**src/rtl/race_referee_pkg.sv**
```systemverilog
// race_pkg
//   Shared definitions for race control. The physics engines import the same
//   package so that motion gating compares against ST_RACE instead of a bare 4.
//   Contents:
//     race_state_e : game state encoding driven on the referee's o_state
//     sector_e     : track quadrant codes, numbered in lap order
//     sector_of()  : maps a 10-bit position onto a quadrant

package race_pkg;

    typedef enum logic [2:0] {
        ST_IDLE   = 3'd0,
        ST_CNT3   = 3'd1,
        ST_CNT2   = 3'd2,
        ST_CNT1   = 3'd3,
        ST_RACE   = 3'd4,
        ST_FINISH = 3'd5
    } race_state_e;

    // Quadrants in the order a car must cross them: NW, NE, SE, SW.
    typedef enum logic [1:0] {
        S0 = 2'd0,
        S1 = 2'd1,
        S2 = 2'd2,
        S3 = 2'd3
    } sector_e;

    function automatic sector_e sector_of(
        input logic [9:0] x,
        input logic [9:0] y,
        input logic [9:0] cx,
        input logic [9:0] cy
    );
        logic west;
        logic north;
        sector_e s;
        west  = (x < cx);
        north = (y < cy);
        case ({west, north})
            2'b11:   s = S0;
            2'b01:   s = S1;
            2'b00:   s = S2;
            default: s = S3;
        endcase
        return s;
    endfunction

endpackage

```
**src/rtl/race_referee_lap_tracker.sv**
```systemverilog
// lap_tracker
//   Follows one car around the four quadrants and counts completed laps.
//   A lap is only credited when the quadrants are crossed in order
//   S0 -> S1 -> S2 -> S3; anything else (reversing, skipping, parking) simply
//   leaves the tracker waiting for the quadrant it expects next.
// Ports
//   i_clk, i_rst_n : clock, async active-low reset
//   i_clr          : synchronous clear back to "expect S0, nothing visited"
//   i_sample       : take the current position into account this cycle
//   i_x, i_y       : car position
//   o_lap          : completed laps, saturating at 3
//   o_lap_done     : high in the cycle whose sample lifts o_lap to NUM_LAPS

module lap_tracker
    import race_pkg::*;
#(
    parameter int         NUM_LAPS = 3,
    parameter logic [9:0] CX       = 10'd160,
    parameter logic [9:0] CY       = 10'd120
) (
    input  logic       i_clk,
    input  logic       i_rst_n,
    input  logic       i_clr,
    input  logic       i_sample,
    input  logic [9:0] i_x,
    input  logic [9:0] i_y,
    output logic [1:0] o_lap,
    output logic       o_lap_done
);

    sector_e    r_expect;
    logic [1:0] r_visited;
    logic [1:0] r_lap;

    sector_e    w_sector;
    logic       w_hit;
    logic       w_lap_inc;
    logic [1:0] w_lap_next;

    assign w_sector   = sector_of(i_x, i_y, CX, CY);
    assign w_hit      = i_sample && (w_sector == r_expect);
    assign w_lap_inc  = w_hit && (w_sector == S3) && (r_visited == 2'd3);
    assign w_lap_next = (r_lap == 2'd3) ? 2'd3 : r_lap + 2'd1;

    // Flagged on the completing sample itself so the referee can latch the
    // winner and enter FINISH on the same edge that updates the lap count.
    assign o_lap_done = w_lap_inc && (r_lap == 2'(NUM_LAPS - 1));
    assign o_lap      = r_lap;

    always_ff @(posedge i_clk or negedge i_rst_n) begin
        if (!i_rst_n) begin
            r_expect  <= S0;
            r_visited <= 2'd0;
            r_lap     <= 2'd0;
        end else if (i_clr) begin
            r_expect  <= S0;
            r_visited <= 2'd0;
            r_lap     <= 2'd0;
        end else if (w_hit) begin
            r_expect <= sector_e'(2'(r_expect + 2'd1));
            if (w_lap_inc) begin
                r_visited <= 2'd0;
                r_lap     <= w_lap_next;
            end else begin
                r_visited <= r_visited + 2'd1;
            end
        end
    end

endmodule

```
**src/rtl/race_referee.sv**
```systemverilog
// race_referee
//   Race control around the two physics engines: runs the start countdown,
//   publishes the shared game state, tracks both cars' laps, times the race
//   in game ticks and latches the winner until the next start press.
// Ports
//   i_clk, i_rst_n        : system clock, async active-low reset
//   i_start_btn           : synchronised start/restart level (rising edge used)
//   i_p1_x/y, i_p2_x/y    : car positions from the engines
//   o_state               : game state (race_state_e encoding)
//   o_race_rst            : one-cycle pulse when a new race is armed
//   o_p1_lap, o_p2_lap    : completed laps per car
//   o_winner              : 0 none, 1 car 1, 2 car 2, 3 tie
//   o_race_time           : game ticks spent racing, saturating
//
// state     | meaning
// ----------+------------------------------------------------------------
// ST_IDLE   | waiting for a start press
// ST_CNT3   | countdown "3", CNT_TICKS ticks long
// ST_CNT2   | countdown "2"
// ST_CNT1   | countdown "1"
// ST_RACE   | cars move; trackers sample every tick; timer runs
// ST_FINISH | results frozen until the next start press
// 6, 7      | illegal, recover to ST_IDLE on the next clock

module race_referee
    import race_pkg::*;
#(
    parameter int         CLK_FREQ  = 100_000_000,
    parameter int         NUM_LAPS  = 3,
    parameter int         CNT_TICKS = 60,
    parameter logic [9:0] CX        = 10'd160,
    parameter logic [9:0] CY        = 10'd120
) (
    input  logic        i_clk,
    input  logic        i_rst_n,
    input  logic        i_start_btn,
    input  logic [9:0]  i_p1_x,
    input  logic [9:0]  i_p1_y,
    input  logic [9:0]  i_p2_x,
    input  logic [9:0]  i_p2_y,
    output logic [2:0]  o_state,
    output logic        o_race_rst,
    output logic [1:0]  o_p1_lap,
    output logic [1:0]  o_p2_lap,
    output logic [1:0]  o_winner,
    output logic [15:0] o_race_time
);

    // The tick period is TICK_MAX+1 clocks; the counter runs down and the
    // tick is its terminal count, so the first cycle out of reset is a tick.
    localparam int TICK_MAX = CLK_FREQ / 60;
    localparam int TW       = (TICK_MAX > 0) ? $clog2(TICK_MAX + 1) : 1;
    localparam int SW       = (CNT_TICKS > 1) ? $clog2(CNT_TICKS) : 1;
    localparam logic [SW-1:0] STEP_LOAD = SW'(CNT_TICKS - 1);

    logic [TW-1:0] r_tick_cnt;
    logic          r_start_q;
    race_state_e   r_state;
    logic [SW-1:0] r_step;
    logic          r_race_rst;
    logic [1:0]    r_winner;
    logic [15:0]   r_race_time;

    logic          w_tick;
    logic          w_start_edge;
    logic          w_in_cnt;
    logic          w_sample;
    logic          w_clr;
    logic          w_p1_done;
    logic          w_p2_done;
    race_state_e   w_state_next;

    assign w_tick       = (r_tick_cnt == '0);
    assign w_start_edge = i_start_btn & ~r_start_q;
    assign w_in_cnt     = (r_state == ST_CNT3) || (r_state == ST_CNT2) ||
                          (r_state == ST_CNT1);
    assign w_sample     = w_tick && (r_state == ST_RACE);

    always_ff @(posedge i_clk or negedge i_rst_n) begin
        if (!i_rst_n) begin
            r_tick_cnt <= '0;
        end else if (w_tick) begin
            r_tick_cnt <= TW'(TICK_MAX);
        end else begin
            r_tick_cnt <= r_tick_cnt - 1'b1;
        end
    end

    always_ff @(posedge i_clk or negedge i_rst_n) begin
        if (!i_rst_n) begin
            r_start_q <= 1'b0;
        end else begin
            r_start_q <= i_start_btn;
        end
    end

    always_comb begin
        w_state_next = r_state;
        w_clr        = 1'b0;
        case (r_state)
            ST_IDLE: begin
                if (w_start_edge) begin
                    w_state_next = ST_CNT3;
                    w_clr        = 1'b1;
                end
            end
            ST_CNT3: begin
                if (w_tick && (r_step == '0)) w_state_next = ST_CNT2;
            end
            ST_CNT2: begin
                if (w_tick && (r_step == '0)) w_state_next = ST_CNT1;
            end
            ST_CNT1: begin
                if (w_tick && (r_step == '0)) w_state_next = ST_RACE;
            end
            ST_RACE: begin
                if (w_p1_done || w_p2_done) w_state_next = ST_FINISH;
            end
            ST_FINISH: begin
                if (w_start_edge) w_state_next = ST_IDLE;
            end
            default: begin
                w_state_next = ST_IDLE;
            end
        endcase
    end

    always_ff @(posedge i_clk or negedge i_rst_n) begin
        if (!i_rst_n) begin
            r_state <= ST_IDLE;
        end else begin
            r_state <= w_state_next;
        end
    end

    // Countdown step timer: reloaded when a race is armed and again each
    // time a countdown state expires.
    always_ff @(posedge i_clk or negedge i_rst_n) begin
        if (!i_rst_n) begin
            r_step <= '0;
        end else if (w_clr) begin
            r_step <= STEP_LOAD;
        end else if (w_in_cnt && w_tick) begin
            if (r_step == '0) begin
                r_step <= STEP_LOAD;
            end else begin
                r_step <= r_step - 1'b1;
            end
        end
    end

    always_ff @(posedge i_clk or negedge i_rst_n) begin
        if (!i_rst_n) begin
            r_race_rst <= 1'b0;
        end else begin
            r_race_rst <= w_clr;
        end
    end

    // Each done flag lands in its own bit, so a same-tick finish reads 3.
    always_ff @(posedge i_clk or negedge i_rst_n) begin
        if (!i_rst_n) begin
            r_winner <= 2'd0;
        end else if (w_clr) begin
            r_winner <= 2'd0;
        end else if ((r_state == ST_RACE) && (w_p1_done || w_p2_done)) begin
            r_winner <= {w_p2_done, w_p1_done};
        end
    end

    always_ff @(posedge i_clk or negedge i_rst_n) begin
        if (!i_rst_n) begin
            r_race_time <= 16'd0;
        end else if (w_clr) begin
            r_race_time <= 16'd0;
        end else if (w_sample && (r_race_time != 16'hFFFF)) begin
            r_race_time <= r_race_time + 16'd1;
        end
    end

    lap_tracker #(
        .NUM_LAPS (NUM_LAPS),
        .CX       (CX),
        .CY       (CY)
    ) u_trk_p1 (
        .i_clk      (i_clk),
        .i_rst_n    (i_rst_n),
        .i_clr      (w_clr),
        .i_sample   (w_sample),
        .i_x        (i_p1_x),
        .i_y        (i_p1_y),
        .o_lap      (o_p1_lap),
        .o_lap_done (w_p1_done)
    );

    lap_tracker #(
        .NUM_LAPS (NUM_LAPS),
        .CX       (CX),
        .CY       (CY)
    ) u_trk_p2 (
        .i_clk      (i_clk),
        .i_rst_n    (i_rst_n),
        .i_clr      (w_clr),
        .i_sample   (w_sample),
        .i_x        (i_p2_x),
        .i_y        (i_p2_y),
        .o_lap      (o_p2_lap),
        .o_lap_done (w_p2_done)
    );

    assign o_state     = r_state;
    assign o_race_rst  = r_race_rst;
    assign o_winner    = r_winner;
    assign o_race_time = r_race_time;

endmodule

```
**config.mk**
```make
export PLATFORM = sky130hd
export DESIGN_NAME = race_referee
export DESIGN_NICKNAME = d
export VERILOG_FILES = /design/src/rtl/race_referee_pkg.sv /design/src/rtl/race_referee_lap_tracker.sv /design/src/rtl/race_referee.sv
export SDC_FILE = /design/constraint.sdc
export NUM_CORES = 1
export LEC_CHECK = 0
export ABC_AREA = 1
export BUFFER_PORTS_ARGS = -buffer_cell sky130_fd_sc_hd__buf_2
export CAP_MARGIN = 20
export CORE_ASPECT_RATIO = 1.4
export CORE_MARGIN = 5
export CORE_UTILIZATION = 51
export CTS_BUF_LIST = sky130_fd_sc_hd__clkbuf_16
export DETAILED_ROUTE_END_ITERATION = 16
export PLACE_DENSITY = 0.77
export SLEW_MARGIN = 20
export SYNTH_ARGS = -nofsm -noshare
export SYNTH_HDL_FRONTEND = slang
export SYNTH_HIERARCHICAL = 1
export SYNTH_SLANG_ARGS = --single-unit
export TNS_END_PERCENT = 10
```
**constraint.sdc**
```tcl
create_clock -name i_clk -period 2 [get_ports i_clk]
set_input_delay 0.4 -clock i_clk [delete_from_list [all_inputs] [get_ports i_clk]]
set_output_delay 0.4 -clock i_clk [all_outputs]
set_load 0.005 [all_outputs]
```
==> metrics.md, run 1 <==
| Metric | Value |
|---|---|
| Synth Instances | `slightly below 500` |
| CP cell instances | `nor2_1, nand2_2, nor2_4, nand2_4, nor2_8, nand2_4, inv_4, nand2_4, nor2_4, nand4_1, nor3_2, inv_1, nand3_2, nand3_2, nand2_1, nand2_1` |
| Int Power | `roughly 2.1 mW` |
| TritonCTS clock tree | `done` |
| Final hold vios | `0` |
| Routed WL per cell | `between 10 and 15 um` |
| Die height | `between 100 and 150 um` |
| Dpl hpwl | `6230 um` |
| Seq cells post-synth | `62` |
| GRT Total Usage | `approximately a fifth` |
| Final WS setup | `-107 ps` |
| Max stage delay cell, worst path | `dfrtp_1` |
| CP Buf/Inv Count | `2` |
| Crit end category | `flop` |
| Via-to-Cell Ratio | `5.16` |
| Post-synthesis mux area share | `0%` |
| Layout area overhead | `29.4%` |
| Critical Path RT | `~2200 ps` |
| Initial antenna violation count | `0` |
| Post-Synth XOR/XNOR Area | `5.67%` |
| Total number of vias | `~3600` |
| Post-Syn Area | `~3700 um^2` |
| Adder-cell share of the synthesized area | `under 10%` |
| Post-synth net total | `548` |
| Hold_buf cts | `0` |
| Max-slew headroom | `about two thirds` |
| F_max | `about 470 MHz` |
| Post-DRT Antenna Nets | `0` |
| Final nets | `between 600 and 700` |
| Initial DRC Count | `236` |
| H-tree Lvls | `3` |
| Layer with the highest usage | `met2` |
| Non-Filler Instances | `700` |
| R2R cell count | `16` |
| Comb pwr share | `~3.4%` |
| CTS clk-pin slew, worst paths | `50 ps` |
| RSZ-0062 raised after global routing | `yes` |
| Ports | `between 60 and 70` |
| CP Data Arrival Time | `between 2000 and 2500 ps` |
| Final Setup Violations | `4` |
| Clock buffer depth | `2` |
| Critical path class | `reg2reg` |
| DRC Markers | `0` |
| Clk_skew | `between 4 and 5 ps` |
| # rows | `36` |
| CTS buffer count | `9` |
| CP startpoint kind | `flop` |
| Pre-CTS setup slack | `-284 ps` |
| Largest family of logic cells by synthesized area | `simple AND/OR/NAND/NOR gates` |
| Cell taking the most area after synthesis | `dfrtp_1` |
| Gpl congestion | `0.876` |
| Leakage power | `between 2 and 3 nW` |
| Pin count of the biggest net entering global routing | `44` |
| Slowest stage delay, CP | `380 ps` |
| Synth top area cells | `dfrtp_1 (42%), nand2_1 (13%), nand3_1 (9.6%), inv_1 (6.4%), nor2_1 (5.1%)` |
| Crit. path cell count | `16` |
| Met3 GRT Util | `3.25%` |
| Synthesized area per cell | `7.46 um^2` |
| Vias in the first global route | `between 3000 and 4000` |
| Clock network power share | `49.1%` |
| Initial Util | `52.8%` |
| Tmin final | `2110 ps` |
| Hold Slack | `33.3 ps` |
| Slew Viols, Final | `0` |
| Ant. Diodes | `0` |
| Sw Ratio | `21.3%` |
| CP max FO | `3` |
| Top cell types by occurrence after synthesis | `nand2_1 (127), nand3_1 (71), inv_1 (63), dfrtp_1 (62), nor2_1 (50)` |
| First-pass GRT wire length | `approximately 15000 um` |
| CP most frequent cell | `nand2_4` |
| WL final | `8810 um` |
| Number of synthesized flops with an enable pin | `0` |
| Placed Cells | `a little under 700` |
| Sequential power share | `~47%` |
| Fin crit share | `105%` |
| Max_cap viols | `0` |
| Share of flip-flops with an asynchronous set or reset | `100%` |
| Outcome | `finished, violations left` |
| Pwr Density | `about 560 nW/um^2` |
| Count of input and output buffers | `52` |
| Die span in x | `~82 um` |
| Clock Sink Count | `62` |
| Met1 Use GR | `around a quarter` |
| Final Power | `about 2.7 mW` |
| Drt pass-1 iters | `5` |
| Main synth FF type | `dfrtp_1` |
| Top Family by Delay on Critical Path | `simple AND/OR/NAND/NOR gates` |
| Failing checks | `setup timing` |
| Gr ovfl total | `0` |
| Met2 Usage GRT | `36.8%` |
| Post-synthesis sequential area ratio | `a little over two fifths` |
| Tightest Pin Transition | `~500 ps` |
| Top cell type's share of synthesized area | `between 40% and 50%` |
| Worst vdd ir | `0.561 mV` |
| Proportion of layout cells with a drive suffix above 1 | `28.3%` |
| Top-count cell post-synth | `nand2_1` |
| Netlist cell types | `32` |
| Core Region | `between 7000 and 8000 um^2` |
| Worst skew pair latency | `330 ps` |
| Worst Hold Class | `in2async` |
| P_sw | `568 uW` |
| Simple-gate area share of the yosys netlist | `a little under two fifths` |
| CTS root buf | `clkbuf_16` |
| Compound-Gate Fraction of Synth Area | `approximately 3.3%` |
| Yosys warnings | `6` |
| Die area | `slightly above 9000 um^2` |
[through the flow]
stage / area [um^2] / utilization, % / TNS, ps
3_5_place_dp: 4420 / 62.9 / -980
3_3_place_gp: 4420 / 62.9 / -445
5_1_grt: 4800 / 68.3 / -1490
6_report: 4800 / 68.3 / -263
2_1_floorplan: 3740 / - / -385
4_1_cts: 4710 / 67.1 / -402
[cell type report]
type / instances / area, um^2
multi-input combinational: 356 / 1950
timing repair buffer: 102 / 656
tap: 95 / 119
clock buffer: 9 / 225
clock inverter: 4 / 17.5
sequential: 62 / 1550
inverter: 72 / 280
fill: 585 / 2230
[cells in the final DEF, fill, tap and decap left out, types with 2 or more instances in the layout]
cell type	synthesis	final
dfrtp_1	62	62
buf_4	0	47
ha_1	8	7
nor3_1	5	3
buf_2	5	52
or2_2	4	4
inv_1	63	60
nand3_1	71	66
nand3_2	3	8
xor2_1	21	21
nor3b_1	2	2
clkbuf_16	0	9
nand2_4	4	6
buf_6	1	2
xnor2_1	3	3
a21oi_1	6	6
clkinv_1	4	6
o21ai_0	13	13
nand4_1	11	11
o21a_1	2	2
clkinv_2	2	4
nand2_2	8	12
nor2_4	2	8
inv_4	2	3
nor3_2	0	2
inv_2	1	3
nor2_2	11	8
nor2_1	50	47
nand2_1	127	121
[final timing paths]
check | startpoint | end | slack (ps)
worst max-delay path | r_tick_cnt[12] | o_state[1] | -110
worst min-delay path | i_rst_n | r_tick_cnt[11] | 30
worst max register to register | r_tick_cnt[12] | o_state[1] | -110
worst min register to register | u_trk_p2/r_visited[1] | u_trk_p2/r_visited[1] | 490
max in group asynchronous | i_rst_n | o_race_time[15] | 1370
min in group i_clk | i_start_btn | r_start_q | 190
[routing by layer]
layer | up-vias | share of wire [%]
li1 | 1785 | -
met1 | 1723 | 40
met2 | 84 | 54
met3 | 19 | 4.3
met4 | 0 | 2.1
met5 | - | 0
[cell families after synthesis]
logic type | after synthesis
simple gates | 301
buf+inv | 79
flops | 62
xor+xnor | 24
compound gates | 23
fa+ha+maj | 8
[power groups by stage]
stage / sequential (mW) / combinational (mW) / clock [mW]
after global placement: 1.29 / 0.0875 / 0
final: 1.27 / 0.0919 / 1.31
after global routing: 1.26 / 0.107 / 1.38
after detailed placement: 1.29 / 0.0918 / 0
after floorplan: 1.29 / 0.0277 / 0
after CTS: 1.27 / 0.0924 / 1.33
[what timing repair did]
item,in CTS,in global routing
gates resized for setup,7,15
setup endpoints to repair,4,31
setup buffers,4,3
cloned,0,0
pin swaps,9,12
[registers in the layout, indices dropped and copies added, names as in the netlist, 2 cells and up]
register,count
u_trk_p1/o_lap,2
u_trk_p2/o_lap,2
u_trk_p1/r_visited,2
o_winner,2
u_trk_p2/r_expect,2
r_tick_cnt,21
o_race_time,16
o_state,3
u_trk_p2/r_visited,2
u_trk_p1/r_expect,2
r_step,6
No activity file was read; power rests on OpenSTA's default activity.
==> inputs of run 2 (changes only) <==
Settings changed: CELL_PAD_IN_SITES_DETAIL_PLACEMENT from default to 0, CELL_PAD_IN_SITES_GLOBAL_PLACEMENT from default to 1, CORE_UTILIZATION 51 to 36, PLACE_DENSITY 0.77 to 0.76.
==> run 2 against run 1 <==
The run still ends with setup timing left. Combinational power down 2.3%. Global-route usage down 6.2 points. First-iteration DRC count down 48%. Design area up 1.5%. Critical endpoint is now o_state[0]. Clock power about the same.
==> metrics.md, run 2 (synthesis results as in run 1) <==
| Metric | Value |
|---|---|
| DRC Markers | `0 (unchanged)` |
| Routed WL per cell | `11.4 um (-9.1%)` |
| Worst vdd ir | `0.433 mV (-23%)` |
| First-pass GRT wire length | `14600 um (-3.6%)` |
| Outcome | `finished, violations left` |
| Top Family by Delay on Critical Path | `simple AND/OR/NAND/NOR gates` |
| Die height | `130 um (+17%)` |
| Proportion of layout cells with a drive suffix above 1 | `28.7% (+0.40 points)` |
| CP Data Arrival Time | `2310 ps (about the same)` |
| FF/Latch Area | `1550 um^2 (unchanged)` |
| Reg with most FFs | `r_tick_cnt` |
| Via-to-Cell Ratio | `4.64 (-10%)` |
| Pin count of the biggest net entering global routing | `63 (+43%)` |
| Failing checks | `setup timing` |
| Fin crit share | `105% (-0.56 points)` |
| Final hold vios | `0 (unchanged)` |
| CTS buffer count | `9 (unchanged)` |
| Pwr Density | `548 nW/um^2 (-1.4%)` |
| CP cell instances | `nor2_2, nand2_2, nor2_4, nand2_4, nor2_8, nand2_4, inv_4, nand2_2, nor2_2, nand4_1, nor3_2, inv_1, nand3_2, nand3_2, nand2_1, nand2_1` |
| Ant. Diodes | `0 (unchanged)` |
| Count of input and output buffers | `52 (unchanged)` |
| Gpl congestion | `0.824 (-5.9%)` |
| CTS clk-pin slew, worst paths | `50 ps (about the same)` |
| DP Area | `4510 um^2 (+2.0%)` |
| Initial Util | `37.0% (-16 points)` |
| Final WS setup | `-96.2 ps (+11.3 ps)` |
| Gr ovfl total | `0 (unchanged)` |
| Critical Path RT | `2210 ps (about the same)` |
| Most frequent cells in the layout | `nand2_1 (123), nand3_1 (66), inv_1 (63)` |
| Slowest stage delay, CP | `380 ps (about the same)` |
| Largest register FFs | `21 (unchanged)` |
| Final nets | `661 (+1.1%)` |
| RSZ-0062 raised after global routing | `yes` |
| Tmin final | `2100 ps (-11.3 ps)` |
| H-tree Lvls | `3 (unchanged)` |
| Worst Hold Class | `in2async` |
| Max stage delay cell, worst path | `dfrtp_1` |
| CP max FO | `3 (unchanged)` |
| Leakage power | `2.67 nW (+1.7%)` |
| Crit end category | `flop` |
| Max_cap viols | `0 (unchanged)` |
| Clock Sink Count | `62 (unchanged)` |
| GRT Total Usage | `14.7% (-6.2 points)` |
| Tightest Pin Transition | `424 ps (-77.5 ps)` |
| Slew Viols, Final | `0 (unchanged)` |
| F_max | `477 MHz (+0.54%)` |
| Final Setup Violations | `4 (unchanged)` |
| Total number of vias | `3473 (-3.8%)` |
| Dpl hpwl | `6220 um (-0.27%)` |
| Die area | `12500 um^2 (+37%)` |
| CP Buf/Inv Count | `2 (unchanged)` |
| WL final | `8570 um (-2.7%)` |
| Vias in the first global route | `3420 (-4.8%)` |
| # rows | `43 (+19%)` |
| Worst skew pair latency | `320 ps (about the same)` |
| Ports | `69 (unchanged)` |
| Post-DRT Antenna Nets | `0 (unchanged)` |
| Area of the multi-input gates | `1920 um^2 (-1.7%)` |
| Final Core Density | `48.7% (-20 points)` |
| Initial DRC Count | `122 (-48%)` |
| Max-slew headroom | `71.8% (+5.2 points)` |
| TritonCTS clock tree | `done` |
| Clk_skew | `7.86 ps (+2.89 ps)` |
| Clock buffer depth | `2 (unchanged)` |
| Most common cell after layout, fill and taps aside | `nand2_1` |
| Core Region | `10000 um^2 (+42%)` |
| CTS root buf | `clkbuf_16` |
| Layout area overhead | `31.4%` |
| Die span in x | `95.8 um (+17%)` |
| Hold_buf cts | `0 (unchanged)` |
| Fillers | `1045 (+79%)` |
| Critical path class | `reg2reg` |
| CP startpoint kind | `flop` |
| Post-route cell area | `4870 um^2 (+1.5%)` |
| Drt pass-1 iters | `4 (-1)` |
| Final Power | `2.67 mW (+0.10%)` |
| Initial antenna violation count | `0 (unchanged)` |
-- run 2: metrics by stage --
step	setup TNS, ps	hold slack [ps]	std cells	setup WS [ps]
2_1_floorplan	-385	104	497	-125
5_1_grt	-1440	119	749	-292
4_1_cts	-338	102	746	-112
3_3_place_gp	-619	446	725	-207
3_5_place_dp	-802	446	725	-245
6_report	-219	88.3	749	-96.2
-- run 2: cell type report --
class | instances | area share (%)
tap | 135 | 3.47
timing repair buffer | 109 | 14.5
sequential | 62 | 31.9
multi-input combinational | 356 | 39.3
clock inverter | 6 | 0.488
clock buffer | 9 | 4.62
inverter | 72 | 5.76
-- run 2: what timing repair did --
action / CTS / global route
gates cloned: 0 / 0
endpoints found under the setup margin: 4 / 25
setup buffers: 6 / 3
gates resized for setup: 3 / 11
pin swaps: 5 / 16
-- run 2: metal layers --
metal	wire (um)	track usage (%)	vias up
li1	-	-	1797
met1	3640	16.8	1609
met2	4510	26.6	56
met3	288	3.11	11
met4	132	5.19	0
met5	0	0	-
-- run 2: worst paths after layout --
| check | startpoint | to | cells after the start | slack (ps) |
|---|---|---|---|---|
| max | r_tick_cnt[14] | o_state[0] | 16 | -100 |
| min | i_rst_n | r_tick_cnt[15] | 2 | 90 |
| max reg2reg | r_tick_cnt[14] | o_state[0] | 16 | -100 |
| min reg2reg | u_trk_p1/r_visited[1] | u_trk_p1/r_visited[1] | 2 | 490 |
| max in group asynchronous | i_rst_n | r_tick_cnt[0] | 2 | 1640 |
| min in group i_clk | i_start_btn | r_start_q | 1 | 210 |
-- run 2: power breakdown --
group,internal (mW),leakage [nW],total [mW],switching (mW)
sequential,1.26,0.754,1.27,0.00429
combinational,0.0393,1.78,0.0898,0.0506
clock,0.804,0.134,1.32,0.511
-- run 2: worst reg2reg max path, delay by kind of cell, from the launching register on --
kind	cells	cell delay, ps
DFF	1	380
and+or+nand+nor	14	1440
buffers and inverters	2	150
==> inputs of run 3 (changes only) <==
Settings changed: CORE_UTILIZATION 36 to 37, PLACE_DENSITY 0.76 to 0.77, SYNTH_HIERARCHICAL 1 to default.
==> run 3 against run 2 <==
The flow now finishes without violations. Sequential share of layout area increased by 2.3 points. Hold slack improved by 100 ps. Utilization decreased by 0.92 points. Total power increased by 49%. Via count decreased by 5.5%.
==> metrics.md, run 3 <==
| Metric | Value |
|---|---|
| P_sw | `1.32 mW (+130%)` |
| TritonCTS clock tree | `done` |
| RR Startpoint | `r_tick_cnt[5]` |
| Met3 GRT Util | `2.29% (-0.82 points)` |
| RSZ-0062 raised after global routing | `yes` |
| GRT Total Usage | `15.6% (+0.87 points)` |
| Total number of vias | `3282 (-5.5%)` |
| Proportion of layout cells with a drive suffix above 1 | `26.2% (-2.4 points)` |
| Critical path class | `reg2reg` |
| Layout area overhead | `25.4%` |
| CTS buffer count | `9 (unchanged)` |
| WHS Path Cells | `1` |
| Die span in x | `93.6 um (-2.3%)` |
| Fin Setup TNS | `0 ps (+219 ps)` |
| Synth Instances | `456 (-8.2%)` |
| Die height | `127 um (-2.3%)` |
| Main synth FF type | `dfrtp_1` |
| CP max FO | `4 (+1)` |
| CTS root buf | `clkbuf_16` |
| Slew Viols, Final | `0 (unchanged)` |
| Worst Hold Class | `in2reg` |
| Initial antenna violation count | `0 (unchanged)` |
| FF-to-FF setup slack | `150 ps (+250 ps)` |
| R2R Path End | `r_tick_cnt[19]` |
| DRC Markers | `0 (unchanged)` |
| Final Core Density | `47.7% (-0.92 points)` |
| Final hold vios | `0 (unchanged)` |
| Count of input and output buffers | `52 (unchanged)` |
| Comb pwr share | `25.1% (+22 points)` |
| Cell taking the most area after synthesis | `dfrtp_1` |
| Critical Path RT | `2210 ps (about the same)` |
| Drt pass-1 iters | `4 (unchanged)` |
| Netlist cell types | `39 (+22%)` |
| Pwr Density | `877 nW/um^2 (+60%)` |
| CP startpoint kind | `flop` |
| Post-DRT Antenna Nets | `0 (unchanged)` |
| Synth top area cells | `dfrtp_1 (43%), nand2_1 (10%), inv_1 (5.3%), nor2_1 (5.1%), nand3_1 (5.0%)` |
| Gpl congestion | `0.827 (+0.32%)` |
| Ant. Diodes | `0 (unchanged)` |
| Layer with the highest usage | `met2` |
| Share of flip-flops with an asynchronous set or reset | `100% (unchanged)` |
| Top-count cell post-synth | `nand2_1` |
| Pin count of the biggest net entering global routing | `38 (-40%)` |
| Vias in the first global route | `3265 (-4.5%)` |
| Post-synthesis sequential area ratio | `42.9% (+1.0 points)` |
| Ports | `69 (unchanged)` |
| Outcome | `finished clean` |
| Synthesized area per cell | `7.94 um^2 (+6.4%)` |
| Worst setup path endpoint | `r_tick_cnt[19]` |
| Reg with most FFs | `r_tick_cnt` |
| Sequential power share | `40.5% (-6.9 points)` |
| Most common cell after layout, fill and taps aside | `nand2_1` |
| Yosys warnings | `0 (-6)` |
| WL final | `8650 um (+0.97%)` |
| Worst skew pair latency | `330 ps (about the same)` |
| First-pass GRT wire length | `14800 um (+0.90%)` |
| Pre-CTS setup slack | `-240 ps (+5.17 ps)` |
| Launch point of the critical path | `r_tick_cnt[5]` |
| Worst vdd ir | `0.544 mV (+26%)` |
| Clk_skew | `7.01 ps (-0.857 ps)` |
| CTS clk-pin slew, worst paths | `50 ps (about the same)` |
| Final WS setup | `152 ps (+249 ps)` |
| Post-Syn Area | `3620 um^2 (-2.4%)` |
| Clock network power share | `34.4% (-15 points)` |
| Tmin final | `1850 ps (-249 ps)` |
| Dpl hpwl | `6580 um (+5.9%)` |
| Top cell type's share of synthesized area | `42.9% (+1.0 points)` |
| Seq cells post-synth | `62 (unchanged)` |
| Tightest Pin Transition | `434 ps (+10.3 ps)` |
| Clock buffer depth | `2 (unchanged)` |
| F_max | `541 MHz (+13%)` |
| Final Setup Violations | `0 (-4)` |
| Die area | `11900 um^2 (-4.6%)` |
| Max_cap viols | `0 (unchanged)` |
| Int Power | `2.66 mW (+26%)` |
| Clock Sink Count | `62 (unchanged)` |
| Leakage power | `2.22 nW (-17%)` |
| Fin crit share | `92.4% (-12 points)` |
| R2R cell count | `9 (-7)` |
| Routed WL per cell | `12.7 um (+11%)` |
| Crit end category | `flop` |
| Most frequent cells in the layout | `nand2_1 (96), dfrtp_1 (62), buf_2 (52)` |
| Initial Util | `38.1% (+1.0 points)` |
| Via-to-Cell Ratio | `4.82 (+3.9%)` |
| Met2 Usage GRT | `28.1% (+1.4 points)` |
| Largest register FFs | `21 (unchanged)` |
| Initial DRC Count | `116 (-4.9%)` |
| Number of synthesized flops with an enable pin | `0 (unchanged)` |
| Gr ovfl total | `0 (unchanged)` |
| H-tree Lvls | `3 (unchanged)` |
| Sw Ratio | `33.2% (+12 points)` |
| Met1 Use GR | `18.0% (+1.1 points)` |
| Top cell types by occurrence after synthesis | `nand2_1 (96), dfrtp_1 (62), inv_1 (51), nor2_1 (49), nand3_1 (36)` |
| Final nets | `596 (-9.8%)` |
| Max-slew headroom | `70.9% (-0.91 points)` |
| # rows | `42 (-2.3%)` |
| Core Region | `9510 um^2 (-5.0%)` |
| CP Data Arrival Time | `2060 ps (-250 ps)` |
| Post-synth net total | `508 (-7.3%)` |
run 3: layout make-up:
cell class / count / area [um^2]
clock buffers: 9 / 225
clock inverters: 7 / 32.5
fillers: 936 / 4970
inverters: 58 / 218
multi-input cells: 330 / 1840
flip-flops and latches: 62 / 1550
well taps: 132 / 165
repair buffers: 83 / 508
run 3: worst max-delay path, stage by stage, from the launching register on:
cell and delay (ps):
dfrtp_1 400, or2_2 310, nor3_1 200, nand2_1 80, nor2_1 200, nand3b_1 160, nor2_2 180, nand2_1 70
nand2_1 60, nand3_1 60
run 3: worst min path at each step:
stage / startpoint / slack [ps] / end
2_1_floorplan: i_rst_n / 100 / o_race_rst
3_3_place_gp: i_rst_n / 280 / u_trk_p2.r_expect[1]
3_5_place_dp: i_rst_n / 280 / u_trk_p2.r_expect[1]
4_1_cts: i_start_btn / 180 / r_start_q
5_1_grt: i_start_btn / 180 / r_start_q
6_report: i_start_btn / 190 / r_start_q
run 3: layer usage:
metal | routed length, um | part of all wire [%]
met5 | 0 | 0
met4 | 177 | 2.0
met3 | 189 | 2.2
met2 | 4640 | 54
met1 | 3640 | 42
run 3: power by group through the flow:
stage               sequential [mW]  clock [mW]  combinational, mW
global route                   1.64        1.45               1.15
CTS                            1.61        1.41               1.00
detailed placement             1.63           0               1.00
floorplan                      1.62           0              0.624
global placement               1.63           0              0.974
finish                         1.61        1.37               1.00
run 3: cell families after synthesis:
kind of cell | share of synthesized area [%]
xor+xnor | 4.60
flops | 42.9
compound gates | 9.09
simple gates | 33.2
buf+inv | 7.15
fa+ha+maj | 3.11
run 3: through the flow:
stage	hold WS, ps	area [um^2]	cells	total power [mW]
2_1_floorplan	104	3620	456	2.25
3_3_place_gp	279	4240	664	2.60
3_5_place_dp	282	4240	664	2.63
4_1_cts	182	4510	681	4.02
5_1_grt	182	4540	681	4.24
6_report	191	4540	681	3.98
run 3: what timing repair did:
action,4_1_cts,5_1_grt
setup endpoints to repair,0,17
buffers inserted,0,0
gates resized for setup,0,8
hold buffers,1,0
hold endpoints to repair,7,0
